`src/rtl/rram_read_capture_fifo_if.sv`:
```
// Capture/readout bundle between the RRAM FSM result stream, the host drain path and the
// read-capture FIFO. The master side drives captures and host controls; the slave is the FIFO.
interface rram_read_capture_fifo_if #(
    parameter int unsigned DATA_W = 48,
    parameter int unsigned ADDR_W = 16,
    parameter int unsigned DEPTH  = 8
);
    localparam int unsigned CNT_W = $clog2(DEPTH) + 1;

    logic              cap_valid;
    logic [ADDR_W-1:0] cap_addr;
    logic [DATA_W-1:0] cap_data;
    logic              clr;
    logic              pop;
    logic              rd_valid;
    logic [ADDR_W-1:0] rd_addr;
    logic [DATA_W-1:0] rd_data;
    logic [CNT_W-1:0]  count;
    logic              full;
    logic              overflow;
    logic [15:0]       drop_cnt;

    modport master (
        output cap_valid, cap_addr, cap_data, clr, pop,
        input  rd_valid, rd_addr, rd_data, count, full, overflow, drop_cnt
    );

    modport slave (
        input  cap_valid, cap_addr, cap_data, clr, pop,
        output rd_valid, rd_addr, rd_data, count, full, overflow, drop_cnt
    );
endinterface

```
`src/rtl/rram_read_capture_fifo.sv`:
```
// Show-ahead FIFO buffering RRAM read results (address + data) for the host readout path.
// Optional saturating dropped-entry counter enabled by defining READ_FIFO_DROP_CNT_EN.
module rram_read_capture_fifo #(
    parameter int unsigned DATA_W = 48,
    parameter int unsigned ADDR_W = 16,
    parameter int unsigned DEPTH  = 8
) (
    input logic                     mclk,
    input logic                     rst,
    rram_read_capture_fifo_if.slave bus
);
    localparam int unsigned PTR_W = $clog2(DEPTH);
    localparam int unsigned CNT_W = PTR_W + 1;
    localparam int unsigned ENT_W = ADDR_W + DATA_W;

    logic [ENT_W-1:0] mem_q [DEPTH];
    logic [PTR_W-1:0] wr_ptr_q, wr_ptr_d;
    logic [PTR_W-1:0] rd_ptr_q, rd_ptr_d;
    logic [CNT_W-1:0] count_q, count_d;
    logic             overflow_q, overflow_d;
    logic             full, rd_valid, pop_eff, push, drop;

    assign full     = (count_q == CNT_W'(DEPTH));
    assign rd_valid = (count_q != '0);
    assign pop_eff  = bus.pop && rd_valid;
    // A pop in the same cycle frees the slot, so a full FIFO can still take the push.
    assign push     = bus.cap_valid && (!full || pop_eff) && !bus.clr;
    assign drop     = bus.cap_valid && full && !pop_eff && !bus.clr;

    always_comb begin
        wr_ptr_d   = wr_ptr_q;
        rd_ptr_d   = rd_ptr_q;
        count_d    = count_q;
        overflow_d = overflow_q;
        if (bus.clr) begin
            wr_ptr_d   = '0;
            rd_ptr_d   = '0;
            count_d    = '0;
            overflow_d = 1'b0;
        end else begin
            if (push) begin
                wr_ptr_d = wr_ptr_q + PTR_W'(1);
            end
            if (pop_eff) begin
                rd_ptr_d = rd_ptr_q + PTR_W'(1);
            end
            case ({push, pop_eff})
                2'b10:   count_d = count_q + CNT_W'(1);
                2'b01:   count_d = count_q - CNT_W'(1);
                default: count_d = count_q;
            endcase
            if (drop) begin
                overflow_d = 1'b1;
            end
        end
    end

    always_ff @(posedge mclk) begin
        if (rst) begin
            wr_ptr_q   <= '0;
            rd_ptr_q   <= '0;
            count_q    <= '0;
            overflow_q <= 1'b0;
        end else begin
            wr_ptr_q   <= wr_ptr_d;
            rd_ptr_q   <= rd_ptr_d;
            count_q    <= count_d;
            overflow_q <= overflow_d;
        end
    end

    // Storage is intentionally left uncleared by reset; rd_valid qualifies the head.
    always_ff @(posedge mclk) begin
        if (push && !rst) begin
            mem_q[wr_ptr_q] <= {bus.cap_addr, bus.cap_data};
        end
    end

    assign bus.rd_valid = rd_valid;
    assign bus.count    = count_q;
    assign bus.full     = full;
    assign bus.overflow = overflow_q;
    assign {bus.rd_addr, bus.rd_data} = mem_q[rd_ptr_q];

`ifdef READ_FIFO_DROP_CNT_EN
    logic [15:0] drop_cnt_q, drop_cnt_d;

    always_comb begin
        drop_cnt_d = drop_cnt_q;
        if (bus.clr) begin
            drop_cnt_d = 16'h0;
        end else if (drop && (drop_cnt_q != 16'hFFFF)) begin
            drop_cnt_d = drop_cnt_q + 16'h1;
        end
    end

    always_ff @(posedge mclk) begin
        if (rst) begin
            drop_cnt_q <= 16'h0;
        end else begin
            drop_cnt_q <= drop_cnt_d;
        end
    end

    assign bus.drop_cnt = drop_cnt_q;
`else
    assign bus.drop_cnt = 16'h0;
`endif
endmodule

```
`src/flat_wrapper.sv`:
```
// flat-port wrapper written by rule: the top's interface ports become plain ports
module rram_read_capture_fifo_flat 
#(
    parameter int unsigned DATA_W = 48,
    parameter int unsigned ADDR_W = 16,
    parameter int unsigned DEPTH  = 8
)
  (mclk, rst, bus_cap_valid, bus_cap_addr, bus_cap_data, bus_clr, bus_pop, bus_rd_valid, bus_rd_addr, bus_rd_data, bus_count, bus_full, bus_overflow, bus_drop_cnt);
  rram_read_capture_fifo_if #(.DATA_W(DATA_W), .ADDR_W(ADDR_W), .DEPTH(DEPTH)) bus_i ();
  input logic mclk;
  input logic rst;
  input wire logic [$bits(bus_i.cap_valid)-1:0] bus_cap_valid;
  input wire logic [$bits(bus_i.cap_addr)-1:0] bus_cap_addr;
  input wire logic [$bits(bus_i.cap_data)-1:0] bus_cap_data;
  input wire logic [$bits(bus_i.clr)-1:0] bus_clr;
  input wire logic [$bits(bus_i.pop)-1:0] bus_pop;
  output wire logic [$bits(bus_i.rd_valid)-1:0] bus_rd_valid;
  output wire logic [$bits(bus_i.rd_addr)-1:0] bus_rd_addr;
  output wire logic [$bits(bus_i.rd_data)-1:0] bus_rd_data;
  output wire logic [$bits(bus_i.count)-1:0] bus_count;
  output wire logic [$bits(bus_i.full)-1:0] bus_full;
  output wire logic [$bits(bus_i.overflow)-1:0] bus_overflow;
  output wire logic [$bits(bus_i.drop_cnt)-1:0] bus_drop_cnt;
  assign bus_i.cap_valid = bus_cap_valid;
  assign bus_i.cap_addr = bus_cap_addr;
  assign bus_i.cap_data = bus_cap_data;
  assign bus_i.clr = bus_clr;
  assign bus_i.pop = bus_pop;
  assign bus_rd_valid = bus_i.rd_valid;
  assign bus_rd_addr = bus_i.rd_addr;
  assign bus_rd_data = bus_i.rd_data;
  assign bus_count = bus_i.count;
  assign bus_full = bus_i.full;
  assign bus_overflow = bus_i.overflow;
  assign bus_drop_cnt = bus_i.drop_cnt;
  rram_read_capture_fifo #(.DATA_W(DATA_W), .ADDR_W(ADDR_W), .DEPTH(DEPTH)) u_core (.mclk(mclk), .rst(rst), .bus(bus_i));
endmodule
```
`config.mk`:
```
export PLATFORM = sky130hd
export DESIGN_NAME = rram_read_capture_fifo_flat
export DESIGN_NICKNAME = d
export VERILOG_FILES = /design/src/rtl/rram_read_capture_fifo_if.sv /design/src/rtl/rram_read_capture_fifo.sv /design/src/flat_wrapper.sv
export SDC_FILE = /design/constraint.sdc
export NUM_CORES = 1
export LEC_CHECK = 0
export ABC_AREA = 0
export CAP_MARGIN = 20
export CORE_MARGIN = 2
export CORE_UTILIZATION = 41
export CTS_BUF_LIST = sky130_fd_sc_hd__clkbuf_8
export DETAILED_ROUTE_END_ITERATION = 12
export GPL_ROUTABILITY_DRIVEN = 0
export PLACE_DENSITY_LB_ADDON = 0.25
export RECOVER_POWER = 50
export SYNTH_ARGS = -nofsm -noshare
export SYNTH_HDL_FRONTEND = slang
export SYNTH_SLANG_ARGS = --single-unit
```
`constraint.sdc`:
```
create_clock -name mclk -period 31 [get_ports mclk]
set_input_delay 9.3 -clock mclk [delete_from_list [all_inputs] [get_ports mclk]]
set_output_delay 9.3 -clock mclk [all_outputs]
set_load 0.01 [all_outputs]
```
==> impl_metrics.env <==
export IMPL_synth_seq_cells=526
export IMPL_grt_max_degree=71
export IMPL_rsz0062_at_grt="false"
export IMPL_fmaxAchievable_mhz=75.8
export IMPL_hold_viol_final=0
export IMPL_netlist_top_cells_area="edfxtp_1 77%, mux4_2 14%, mux2_2 3.6%, dfxtp_1 1.4%, buf_4 0.67%"
export IMPL_reg2reg_depth=6
export IMPL_via_per_inst=5.16
export IMPL_fp_dieH_um=225
export IMPL_timing_slew_headroom_pct=0.341
export IMPL_cts_tree="built"
export IMPL_setup_viol=0
export IMPL_post_route_period_util_pct=42.5
export IMPL_worstMarginPinSlew_ns=1.49
export IMPL_hold_path_class="flop to flop"
export IMPL_ctsHoldBuffers=0
export IMPL_syn_inst=842
export IMPL_post_cts_setup_buffer_count=0
export IMPL_cp_start_kind="flop"
export IMPL_drtPass1Iterations=4
export IMPL_avgRoutedWirePerCell_um=22.6
export IMPL_portBuffers=139
export IMPL_area_delta_synth_final_pct=18.2
export IMPL_die_w_um=225
export IMPL_ys_flop_type="edfxtp_1"
export IMPL_synth_top_area_share_pct=76.7
export IMPL_fillers=3958
export IMPL_root_buffer="clkbuf_8"
export IMPL_end_kind="output port"
export IMPL_violations="max-capacitance violations"
export IMPL_initial_core_util_pct=41.2
export IMPL_grt_overflow_total=0
export IMPL_ant_nets=0
export IMPL_r2r_end="u_core.mem_q[2][46]"
export IMPL_drive_above_1_share_pct=29.0
export IMPL_final_setup_tns_ns=0
export IMPL_cp_max_fo=48
export IMPL_grt_pass1_wl_um=58900
export IMPL_layout_cells_non_filler=1737
export IMPL_syn_cell_area_um2=20100
export IMPL_dp_cells=1583
export IMPL_p_leak_uw=0.00734
export IMPL_post_cts_resized=0
export IMPL_crit_type="flop to output port"
export IMPL_place_ws_ns=18.32
export IMPL_grt_pass1_vias=9742
export IMPL_dieArea_um2=50700
export IMPL_yosysWarnings=0
export IMPL_vias=8965
export IMPL_clock_latency_ns=0.65
export IMPL_irDropWorstVdd_uv=28.3
export IMPL_finalMaxSlewViolations=0
export IMPL_core_area_um2=48600
export IMPL_most_common_layout_cells="512 x edfxtp_1, 128 x mux4_2, 90 x clkbuf_8"
export IMPL_yosysSeqAreaShare_pct=78.1
export IMPL_core_rowCount=81
export IMPL_syn_avg_cell_area_um2=23.8
export IMPL_setup_ws_ns=17.82
export IMPL_hold_depth=2
export IMPL_status="finished with violations"
export IMPL_synth_top_area_cell="edfxtp_1"
export IMPL_nNetsFinal=1123
export IMPL_clockBufferDepth=3
export IMPL_cap_violations=1
export IMPL_cp_required_ns=21.70
export IMPL_yosys_cell_types_count=31
export IMPL_htreeDepth=3
export IMPL_cellPowerDensity_nw_per_um2=58.3
export IMPL_grt_total_usage_pct=15.9
export IMPL_numCtsBuffers=85
export IMPL_layout_commonest_cell="edfxtp_1"
export IMPL_finClkSkew_ns=0.0166
export IMPL_post_route_min_period_ns=13.18
export IMPL_remaining_drc_errors=0
export IMPL_async_flop_share_pct=0
export IMPL_hpwl_um=20100
export IMPL_regToRegSetupSlack_ns=27.53
export IMPL_clkSlewWorstSetupHoldPaths_ns=0.06
export IMPL_worstHoldStart="u_core.rd_ptr_q[1]"
export IMPL_r2r_start="u_core.bus.count[0]"
export IMPL_cts_sinks=526
export IMPL_worstPathArrival_ns=3.88
export IMPL_drt_iter0_drc=546
export IMPL_synth_edf_count=512
export IMPL_wirelength_um=39200
export IMPL_io_pins=156
export IMPL_antenna_found_initial=9
state kept, by name (all words and copies together), names as in the netlist, named ones only:
name	count
u_core.rd_ptr_q	3
u_core.bus.count	4
u_core.mem_q	512
u_core.bus.overflow	1
u_core.wr_ptr_q	3
power by group:
group,internal (µW),switching (µW),leakage (µW)
Clock,301,257,0.000881
Sequential,783,1.46,0.00473
Combinational,19.2,19.8,0.00173
layer usage:
| metal | track usage (%) | wire length [µm] | up-vias |
|---|---|---|---|
| li1 | - | - | 3946 |
| met5 | 0 | 84 | - |
| met1 | 20.6 | 16900 | 4714 |
| met3 | 4.05 | 2070 | 69 |
| met2 | 26.0 | 19400 | 222 |
| met4 | 5.83 | 729 | 14 |
cells by family (layout without fill, tap and decap cells):
logic type               Yosys count  count (layout)  synth area share [%]
buffers and inverters             58             313                  1.89
other                              1              19                0.0187
multiplexers                     192             192                  18.0
AND/OR/NAND/NOR                   42              42                  1.04
AO/OA/AOI/OAI                     11              11                 0.331
flip-flops                       526             526                  78.1
adder cells (fa/ha/maj)            6               6                 0.412
XOR/XNOR                           6               6                 0.262
stage by stage:
stage / instance area [µm²] / power [µW] / hold WS (ns) / utilization, %
floorplan: 20100 / 817 / 0.454 / -
global placement: 22100 / 840 / 0.464 / 45.5
detailed placement: 22100 / 841 / 0.475 / 45.5
CTS: 23700 / 1400 / 0.484 / 48.8
global route: 23700 / 1430 / 0.514 / 48.7
finish: 23700 / 1380 / 0.478 / 48.7
worst max-delay path: stages, from the launching register on:
cell and delay [ns]:
dfxtp_4 0.90, buf_4 0.85, mux4_2 0.60, mux2_2 0.32
clkdlybuf4s50_1 0.49
synthesized netlist by cell type, types with 2 or more instances:
| cell | number |
|---|---|
| edfxtp_1 | 512 |
| mux4_2 | 128 |
| mux2_2 | 64 |
| nor2_1 | 21 |
| buf_4 | 18 |
| dfxtp_1 | 14 |
| buf_6 | 12 |
| clkbuf_1 | 12 |
| buf_1 | 8 |
| xor2_1 | 6 |
| a21oi_1 | 5 |
| ha_1 | 5 |
| inv_1 | 5 |
| nand2_1 | 5 |
| nand3_1 | 5 |
| buf_2 | 3 |
| nand3b_1 | 2 |
| nor4_1 | 2 |
| o21ai_0 | 2 |
| or2_2 | 2 |
worst max path at each step:
stage | slack, ns | endpoint | cells past startpoint | start
global route | 17.47 | bus_rd_data[38] | 4 | flop
floorplan | 14.53 | u_core.mem_q[2][0] | 3 | bus_cap_valid
detailed placement | 18.32 | bus_rd_data[38] | 4 | flop
CTS | 17.60 | bus_rd_data[38] | 4 | flop
global placement | 18.34 | bus_rd_data[38] | 4 | flop
finish | 17.82 | bus_rd_data[38] | 4 | flop
layout make-up:
class | instances | area [µm²] | area share [%]
clock inverter | 61 | 358 | 1.51
tap | 622 | 778 | 3.28
inverter | 5 | 18.8 | 0.0792
timing repair buffer | 157 | 1530 | 6.46
sequential | 526 | 15700 | 66.1
antenna | 3 | 7.51 | 0.0317
multi-input combinational | 273 | 4110 | 17.3
clock buffer | 90 | 1240 | 5.23
(Power assumes the default switching activity.)
